[src/rtl/fifo_ctrl_pkg.sv]
// -----------------------------------------------------------------------------
// fifo_ctrl_pkg
// Shared definitions for the systolic-array output FIFO controller.
//   ctrl_state_t : sequencing states of the controller FSM
//   cnt_width()  : counter width able to hold the value 'depth' itself
// -----------------------------------------------------------------------------
package fifo_ctrl_pkg;

    typedef enum logic [2:0] {
        S_INIT,
        S_IDLE,
        S_CLEAR,
        S_FILL,
        S_DRAIN,
        S_FLUSH,
        S_FIN
    } ctrl_state_t;

    // A counter that is loaded with 'depth' needs to represent depth, not
    // depth-1, so size it for depth+1 distinct values.
    function automatic int cnt_width(input int depth);
        return $clog2(depth + 1);
    endfunction

endpackage

[src/rtl/fifo_array_ctrl_rd_valid_pipe.sv]
// -----------------------------------------------------------------------------
// rd_valid_pipe
// Delays the FIFO read strobe by the FIFO array's read latency so that
// out_valid lines up with valid data on the array's data_out.
// Ports:
//   clk       : system clock, rising edge
//   rst_n     : synchronous active-low reset
//   flush     : synchronous clear of every in-flight read (abort)
//   rd_en     : read strobe issued to the FIFO array
//   out_valid : rd_en delayed by RD_LATENCY cycles (same cycle when 0)
// -----------------------------------------------------------------------------
module rd_valid_pipe #(
    parameter int RD_LATENCY = 1
) (
    input  logic clk,
    input  logic rst_n,
    input  logic flush,
    input  logic rd_en,
    output logic out_valid
);

    generate
        if (RD_LATENCY == 0) begin : g_comb
            // Zero-latency array: data is valid in the same cycle as the read.
            logic unused_inputs;
            assign unused_inputs = clk ^ rst_n ^ flush;
            assign out_valid     = rd_en;
        end else begin : g_pipe
            logic [RD_LATENCY-1:0] stage;

            always_ff @(posedge clk) begin
                if (!rst_n || flush) begin
                    stage <= '0;
                end else begin
                    stage[0] <= rd_en;
                    for (int i = 1; i < RD_LATENCY; i++) begin
                        stage[i] <= stage[i-1];
                    end
                end
            end

            assign out_valid = stage[RD_LATENCY-1];
        end
    endgenerate

endmodule

[src/rtl/fifo_array_ctrl.sv]
// -----------------------------------------------------------------------------
// fifo_array_ctrl
// Sequences the FIFO array that buffers systolic-array output rows. One
// transaction per tile: clear pointers, fill n words, drain n words.
// Ports:
//   clk, rst_n            : clock, synchronous active-low reset
//   start, num_words      : scheduler request and word count (sampled in IDLE)
//   abort                 : cancel the running transaction (busy states)
//   in_valid / in_ready   : upstream handshake on the array's data_in
//   out_ready / out_valid : downstream read throttle / valid array data_out
//   fifo_rd_clr/wr_clr    : pointer clears to the FIFO array
//   fifo_wr_en/rd_en      : write / read strobes to the FIFO array
//   busy, done            : scheduler status (done is a one-cycle pulse)
//   words_left            : words still to write (FILL) or issue (DRAIN)
// -----------------------------------------------------------------------------
module fifo_array_ctrl
    import fifo_ctrl_pkg::*;
#(
    parameter int SYSTOLIC_SIZE = 16,
    parameter int CNT_WIDTH     = cnt_width(SYSTOLIC_SIZE),
    parameter int RD_LATENCY    = 1
) (
    input  logic                 clk,
    input  logic                 rst_n,
    input  logic                 start,
    input  logic [CNT_WIDTH-1:0] num_words,
    input  logic                 abort,
    input  logic                 in_valid,
    output logic                 in_ready,
    input  logic                 out_ready,
    output logic                 out_valid,
    output logic                 fifo_rd_clr,
    output logic                 fifo_wr_clr,
    output logic                 fifo_wr_en,
    output logic                 fifo_rd_en,
    output logic                 busy,
    output logic                 done,
    output logic [CNT_WIDTH-1:0] words_left
);

    localparam logic [CNT_WIDTH-1:0] MAX_WORDS = CNT_WIDTH'(SYSTOLIC_SIZE);
    localparam logic [CNT_WIDTH-1:0] ONE       = CNT_WIDTH'(1);

    ctrl_state_t          state;
    logic [CNT_WIDTH-1:0] n_words;      // clamped size of the running transaction
    logic [CNT_WIDTH-1:0] num_clamped;
    logic                 abort_hit;
    logic                 last_word;

    // NOTE: every signal assigned in an always_comb gets a default at the top
    // of the block, so no path through it can leave a value held (no latch).
    always_comb begin
        abort_hit   = 1'b0;
        in_ready    = 1'b0;
        fifo_wr_en  = 1'b0;
        fifo_rd_en  = 1'b0;
        num_clamped = (num_words > MAX_WORDS) ? MAX_WORDS : num_words;
        last_word   = (words_left == ONE);

        // Abort only means something once a transaction is under way.
        abort_hit = abort && (state inside {S_CLEAR, S_FILL, S_DRAIN, S_FLUSH});

        if (state == S_FILL) begin
            in_ready   = (words_left != '0);
            fifo_wr_en = in_ready && in_valid && !abort_hit;
        end

        if (state == S_DRAIN) begin
            fifo_rd_en = out_ready && (words_left != '0) && !abort_hit;
        end
    end

    // NOTE: state and registered outputs use non-blocking assignments only,
    // so every flop samples the pre-edge values regardless of statement order.
    always_ff @(posedge clk) begin
        if (!rst_n) begin
            state       <= S_INIT;
            n_words     <= '0;
            words_left  <= '0;
            busy        <= 1'b0;
            done        <= 1'b0;
            fifo_rd_clr <= 1'b0;
            fifo_wr_clr <= 1'b0;
        end else begin
            done <= 1'b0;

            case (state)
                // After reset release the clears are raised for one cycle;
                // the raised clear marks that the pulse has been issued.
                S_INIT: begin
                    if (!fifo_wr_clr) begin
                        fifo_rd_clr <= 1'b1;
                        fifo_wr_clr <= 1'b1;
                        busy        <= 1'b1;
                    end else begin
                        fifo_rd_clr <= 1'b0;
                        fifo_wr_clr <= 1'b0;
                        busy        <= 1'b0;
                        state       <= S_IDLE;
                    end
                end

                S_IDLE: begin
                    if (start) begin
                        n_words     <= num_clamped;
                        fifo_rd_clr <= 1'b1;
                        fifo_wr_clr <= 1'b1;
                        busy        <= 1'b1;
                        state       <= S_CLEAR;
                    end
                end

                // Clears stay high straight into FIN when nothing is to move.
                S_CLEAR: begin
                    if (abort_hit || (n_words == '0)) begin
                        done  <= 1'b1;
                        state <= S_FIN;
                    end else begin
                        fifo_rd_clr <= 1'b0;
                        fifo_wr_clr <= 1'b0;
                        words_left  <= n_words;
                        state       <= S_FILL;
                    end
                end

                S_FILL: begin
                    if (abort_hit) begin
                        words_left  <= '0;
                        fifo_rd_clr <= 1'b1;
                        fifo_wr_clr <= 1'b1;
                        done        <= 1'b1;
                        state       <= S_FIN;
                    end else if (fifo_wr_en) begin
                        if (last_word) begin
                            words_left <= n_words;   // reload for the drain phase
                            state      <= S_DRAIN;
                        end else begin
                            words_left <= words_left - ONE;
                        end
                    end
                end

                S_DRAIN: begin
                    if (abort_hit) begin
                        words_left  <= '0;
                        fifo_rd_clr <= 1'b1;
                        fifo_wr_clr <= 1'b1;
                        done        <= 1'b1;
                        state       <= S_FIN;
                    end else if (fifo_rd_en) begin
                        if (last_word) begin
                            words_left <= '0;
                            // With a zero-latency array the last word is
                            // already out, so there is nothing to flush.
                            if (RD_LATENCY == 0) begin
                                fifo_rd_clr <= 1'b1;
                                fifo_wr_clr <= 1'b1;
                                done        <= 1'b1;
                                state       <= S_FIN;
                            end else begin
                                state <= S_FLUSH;
                            end
                        end else begin
                            words_left <= words_left - ONE;
                        end
                    end
                end

                // One cycle covers the supported read latency of 1; abort
                // lands in FIN on the same edge.
                S_FLUSH: begin
                    fifo_rd_clr <= 1'b1;
                    fifo_wr_clr <= 1'b1;
                    done        <= 1'b1;
                    state       <= S_FIN;
                end

                S_FIN: begin
                    fifo_rd_clr <= 1'b0;
                    fifo_wr_clr <= 1'b0;
                    busy        <= 1'b0;
                    state       <= S_IDLE;
                end

                default: begin
                    state <= S_INIT;
                end
            endcase
        end
    end

    rd_valid_pipe #(
        .RD_LATENCY (RD_LATENCY)
    ) u_rd_valid_pipe (
        .clk       (clk),
        .rst_n     (rst_n),
        .flush     (abort_hit),
        .rd_en     (fifo_rd_en),
        .out_valid (out_valid)
    );

endmodule

[config.mk]
export PLATFORM = sky130hd
export DESIGN_NAME = fifo_array_ctrl
export DESIGN_NICKNAME = d
export VERILOG_FILES = /design/src/rtl/fifo_ctrl_pkg.sv /design/src/rtl/fifo_array_ctrl_rd_valid_pipe.sv /design/src/rtl/fifo_array_ctrl.sv
export SDC_FILE = /design/constraint.sdc
export NUM_CORES = 1
export LEC_CHECK = 0
export ABC_AREA = 1
export CORE_ASPECT_RATIO = 0.9
export CORE_UTILIZATION = 46
export CTS_CLUSTER_SIZE = 14
export DETAILED_ROUTE_END_ITERATION = 7
export HOLD_SLACK_MARGIN = 0.06
export PLACE_DENSITY_LB_ADDON = 0.25
export SLEW_MARGIN = 40
export SYNTH_ARGS = -nofsm -noshare
export SYNTH_HDL_FRONTEND = slang
export SYNTH_SLANG_ARGS = --single-unit
export TNS_END_PERCENT = 5
[constraint.sdc]
create_clock -name clk -period 1.45 [get_ports clk]
set_clock_uncertainty 0.05 [all_clocks]
set_input_delay 0.29 -clock clk [delete_from_list [all_inputs] [get_ports clk]]
set_output_delay 0.29 -clock clk [all_outputs]
set_load 0.005 [all_outputs]
======== After elaboration in Yosys (flattened, before gate mapping) ========
Cells that the tools add are included.
operators by class
  add/sub/neg operators ................... 1
  order comparisons ....................... 1
  muxes and demuxes ....................... 31
  eq/ne operators ......................... 15
  reductions and logical operators ........ 22
operators by type and width
  operator             number
  $mux 5               8
  $mux 3               9
  $pmux 3 s7           1
  $pmux 5 s3           1
  $eq 3x3->1 const B   3
  $mux 1               9
  $ne 3x3->1 const B   3
  $reduce_and 4->1     2
  $eq 3x2->1 const B   2
  $ne 2x2->1 const B   3
  $pmux 1 s3           2
  $pmux 1 s6           1
  $reduce_and 6->1     1
  $reduce_bool 3->1    2
  $reduce_bool 6->1    1
  $eq 5x1->1 const B   1
  $gt 5x5->1 const B   1
  $logic_and 1x1->1    5
  $logic_not 5->1      1
  $reduce_bool 5->1    1
  $sub 5x1->5 const B  1
  $reduce_and 2->1     2
  $reduce_bool 4->1    1
  $eq 3x1->1 const B   1
  6 further kinds      8
storage, ports and cells
  input port bits ......................... 11
  bits in registers ....................... 17
  word-level logic and storage cells ...... 77
  output and inout port bits .............. 13

======== Depth between registers and ports, before layout ========
  depth in word-level cells ............... 9
  mapped depth ............................ 11
  depth with buffers taken out ............ 11

======== Hierarchy ========
A second synthesis with hierarchy kept.
second synthesis, totals
  cells, all modules ...................... 205
  area total of the unflattened synthesis .. 1226.2 um^2
modules (own cells, without submodules)
  module           times used  sequential area each (um^2)  area each (um^2)  cells an instance
  fifo_array_ctrl  1           320.3                        1196.1            202
  rd_valid_pipe    1           20.0                         30.0              3

======== Worst setup path before layout ========
No wires, ideal clock.
  path type ............................... register to register
  start point ............................. register words_left[0]
  end point ............................... register words_left[1]
  arrival time ............................ 1.395 ns
  setup slack ............................. -0.108 ns
  cell stages (with the launch flop) ...... 11
  buffers on the path ..................... 0
  period minus slack after synthesis ...... 1.558 ns
  data required time ...................... 1.287 ns
  setup time .............................. 0.113 ns
  cells stage by stage .................... dfxtp_1 -> inv_1 -> ha_1 -> nand3_1 -> nand2_1 -> nand2_1 -> nand2_1 -> nor2_4 -> nand2_4 -> nor2_1 -> nor2_1
between the ends
  word-level cells in the longest chain between the ends .. 6
  elaborated cells on any way between the ends .. 19
  classes of those cells .................. 1 x add/sub; 3 x eq/ne; 9 x mux; 6 x reduce/logical
RTL lines
  what                                                                 RTL line                source
  from (decl)                                                          fifo_array_ctrl.sv:38   output logic [CNT_WIDTH-1:0] words_left
  from (signal assigned)                                               fifo_array_ctrl.sv:121  words_left <= n_words;
  from (signal assigned)                                               fifo_array_ctrl.sv:135  words_left <= n_words;
  from (signal assigned)                                               fifo_array_ctrl.sv:138  words_left <= words_left - ONE;
  parallel branches: the longest is 6 deep, another holds $sub 5x1->5  --
Several ways; the timed one is not identified. The select of a mux whose other input is x is not followed.
A chain may end at the register's enable or synchronous reset.

======== Worst setup path in the final report ========
  start point ............................. register state[0]
  end point ............................... register state[2]
between the ends
  word-level cells in the longest chain between the ends .. 8
  elaborated cells on any way between the ends .. 26
  classes of those cells .................. 12 x eq/ne; 6 x mux; 8 x reduce/logical
RTL lines
  what                                                RTL line                                      source
  from (decl)                                         fifo_array_ctrl.sv:44                         ctrl_state_t state;
  from (signal assigned)                              fifo_array_ctrl.sv:77                         state <= S_INIT;
  from (signal assigned)                              fifo_array_ctrl.sv:99                         state <= S_IDLE;
  from (signal assigned)                              fifo_array_ctrl.sv:109                        state <= S_CLEAR;
  $eq 3x2->1 (tied with other cells)                  fifo_array_ctrl.sv:61, fifo_array_ctrl.sv:87
  $reduce_bool 4->1                                   fifo_array_ctrl.sv:61                         abort_hit = abort && (state inside {S_CLEAR, S_FILL, S_DRAIN, S_FLUSH});
  $logic_and 1x1->1                                   fifo_array_ctrl.sv:61
  $logic_not 1->1                                     fifo_array_ctrl.sv:65, fifo_array_ctrl.sv:69
  $logic_and 1x1->1 (on tied branches)                fifo_array_ctrl.sv:69, fifo_array_ctrl.sv:65
  $mux 1 (on tied branches)                           fifo_array_ctrl.sv:68, fifo_array_ctrl.sv:63
  $ne 3x2->1 (no line) or $ne 3x3->1 (tied branches)  --
  $reduce_and 6->1 (no line)                          --
Parallel ways exist; a longest one is shown, timed or not.

==> metrics.yaml <==
status: "finished with violations"
violations: "negative setup slack"
cts_tree: "done"
fillers: 148
drive_gt1_frac: 0.419
synth_warnings: 0
power.internal_mw: 2.35
drt_iter0_drc: 89
post-route-period-util: 1.23
drv_cap: 0
synth_fa_ha_area_frac: 0.0310
clkPwrFrac: 0.060
vias_per_cell: 5.61
leakage_nw: 1.04
avgSynthCellArea_um2: 5.94
slew_viol_final: 0
cts_buffer_depth: 2
synthXorXnorAreaFrac: 0.00723
setup_ws_ps: -327
whs_endpoint: "n_words[3]$_SDFFE_PN0P_"
synth_mux_area_frac: 0
wl_per_cell_um: 14.9
multi_input_area_um2: 973
finalPower_mw: 4.57
reg2reg_slack_ps: -330
dp.cells: 284
swShare: 0.486
grt.overflow.total: 0
nets: 285
ff_latch_area_um2: 359
wirelength_um: 4430
clk_pin_slew_ps: 110
yosys.area.top_type: "dfxtp_1"
grt_pass1_vias: 1486
r2r-end: "state[2]$_SDFFE_PN0P_"
die_area_um2: 2840
ant_nets: 0
ff2ff_path_depth: 10
r2r-start: "state[0]$_SDFFE_PN0P_"
root_buffer: "clkbuf_4"
gp_congestion: 0.878
rsz0062_at_grt: "true"
whs_path_depth: 2
dp_hpwl_um: 2510
hold_viol: 0
antenna_found_initial: 0
syn_area_um2: 1210
design.core.area_um2: 2470
ys_ff_latch: 17
worstMarginPinSlew_ps: 376
synth_top_area_share: 0.281
fp.dieH_um: 50.7
rows: 17
cts_made_buffers: 3
vdd_ir_drop_max_mv: 2.07
cts_hold_buf: 0
die_w_um: 56.1
p_sw_mw: 2.22
synth_edf_count: 0
grt_usage: 0.280
syn-num-nets: 218
ys_async_sr_fraction: 0
yosys.area_share.simple: 0.481
finalSetupViolCount: 14
syn_to_final_growth_pct: 71.0
required_ps: 1600
startpoint_type: "register"
vias: 1671
instances_no_fill: 298
critical_path_class: "register to register"
crit_arrival_ps: 1930
power_density_nw_per_um2: 2210
min_period_ps: 1780
maxSlewHeadroom: 0.747
critPathMaxFanout: 5
initial_core_util: 0.491
yosysSeqAreaShare: 0.281
drt_first_pass_iters: 4
synth.distinct_cells: 26
pwr-share-seq: 0.169
synth_flop_cell: "dfxtp_1"
grt_max_degree: 13
ys_top_cells_by_count: "58 x nand2_1, 32 x nor2_1, 21 x inv_1"
synth_compound_area_frac: 0.0981
grt_pass1_wl_um: 6270
endpoint_kind: "register"
drc: 0
holdCritStartpoint: "n_words[3]$_SDFFE_PN0P_"
synth_top_family_by_area: "simple AND/OR/NAND/NOR gates"
syn-instance-count: 204
clkLatencyLatePin_ps: 310
timing.fmax_ghz: 0.563
htree_num_levels: 1
diodes: 0
io_buffers: 23
yosys-top-cells-area: "dfxtp_1 28%, nand2_1 18%, nor2_1 9.9%, nand3_1 7.9%, inv_1 6.5%"
p_comb_frac: 0.771
clkSinkCount: 17
holdCritPathClass: "register to register"
yosysMostFrequentCell: "nand2_1"
pin_count: 24
worst max-delay path, cell delays in order, from the launching register on:
cell and delay, ps:
dfxtp_2 350, buf_4 150, buf_6 130, nor3_1 300
nand2_1 160, nand2_1 90, inv_1 60, nand4_1 150
nand2_1 90, nand2_1 80, nor2_1 60
power by group through the flow:
stage               Combinational [mW]  Clock [mW]  Sequential, mW
finish                            3.52       0.274           0.774
CTS                               2.96       0.278           0.757
floorplan                         1.45           0           0.762
global route                      3.79       0.301           0.792
detailed placement                2.47           0           0.753
global placement                  2.43           0           0.747
cell families (layout without fill, tap and decap cells):
family,after synthesis,count (layout)
compound gates,23,23
xor+xnor,1,1
buf+inv,30,96
simple gates,130,130
fa+ha+maj,3,3
flops,17,17
routing by layer:
layer,GRT usage,vias to the layer above,wire (um)
met1,0.362,731,1670
met3,0.0335,29,421
li1,-,791,-
met2,0.492,120,2140
met4,0.0772,0,194
met5,0,-,0
per-stage QoR:
step                      utilization  setup slack, ps  hold WS (ps)  TNS (ps)  area [um^2]
final                           0.839             -327           447     -3010         2070
after global routing            0.839             -515           469     -4150         2070
after CTS                       0.776             -234           449     -2130         1920
after detailed placement        0.692             -388           432     -3680         1710
after global placement          0.692             -337           430     -3260         1710
after floorplan                     -            0.724           378         0         1210
how the worst max path moves through the flow:
stage,cells after the start,slack [ps],endpoint,from
finish,10,-330,state[2]$_SDFFE_PN0P_,state[0]$_SDFFE_PN0P_
global route,13,-510,words_left[0]$_SDFFE_PN0P_,state[0]$_SDFFE_PN0P_
CTS,7,-230,fifo_wr_en,words_left[0]$_SDFFE_PN0P_
detailed placement,4,-390,fifo_wr_en,in_valid
global placement,4,-340,fifo_wr_en,in_valid
floorplan,10,0.7,words_left[1]$_SDFFE_PN0P_,words_left[0]$_SDFFE_PN0P_
state kept, by name, indices dropped and copies added (netlist names):
signal                     cells
u_rd_valid_pipe.out_valid      1
done                           1
busy                           1
words_left                     5
n_words                        5
state                          3
fifo_wr_clr                    1
layout make-up:
| cell class | instances | share of cell area |
|---|---|---|
| clock buffers | 3 | 0.0109 |
| clock inverters | 1 | 0.00242 |
| inverters | 25 | 0.0489 |
| multi-input cells | 157 | 0.470 |
| flip-flops and latches | 17 | 0.173 |
| well taps | 28 | 0.0169 |
| repair buffers | 67 | 0.277 |
placed cells by master, fill, tap and decap left out, drive strengths merged, types with 3 or more instances in the layout:
cell type and n:
nand2 61, nand4 3, dlygate4sd2 9, clkbuf 3, clkdlybuf4s50 10, o21ai 11
nand3 21, ha 3, nor2 37, buf 46, inv 25, a21oi 10
nor3 4, dfxtp 17
timing repair:
| action | CTS | global route |
|---|---|---|
| buffers inserted | 9 | 1 |
| endpoints found under the setup margin | 28 | 19 |
| resized for setup | 62 | 37 |
| pin swaps | 12 | 14 |
(Power assumes the default switching activity.)
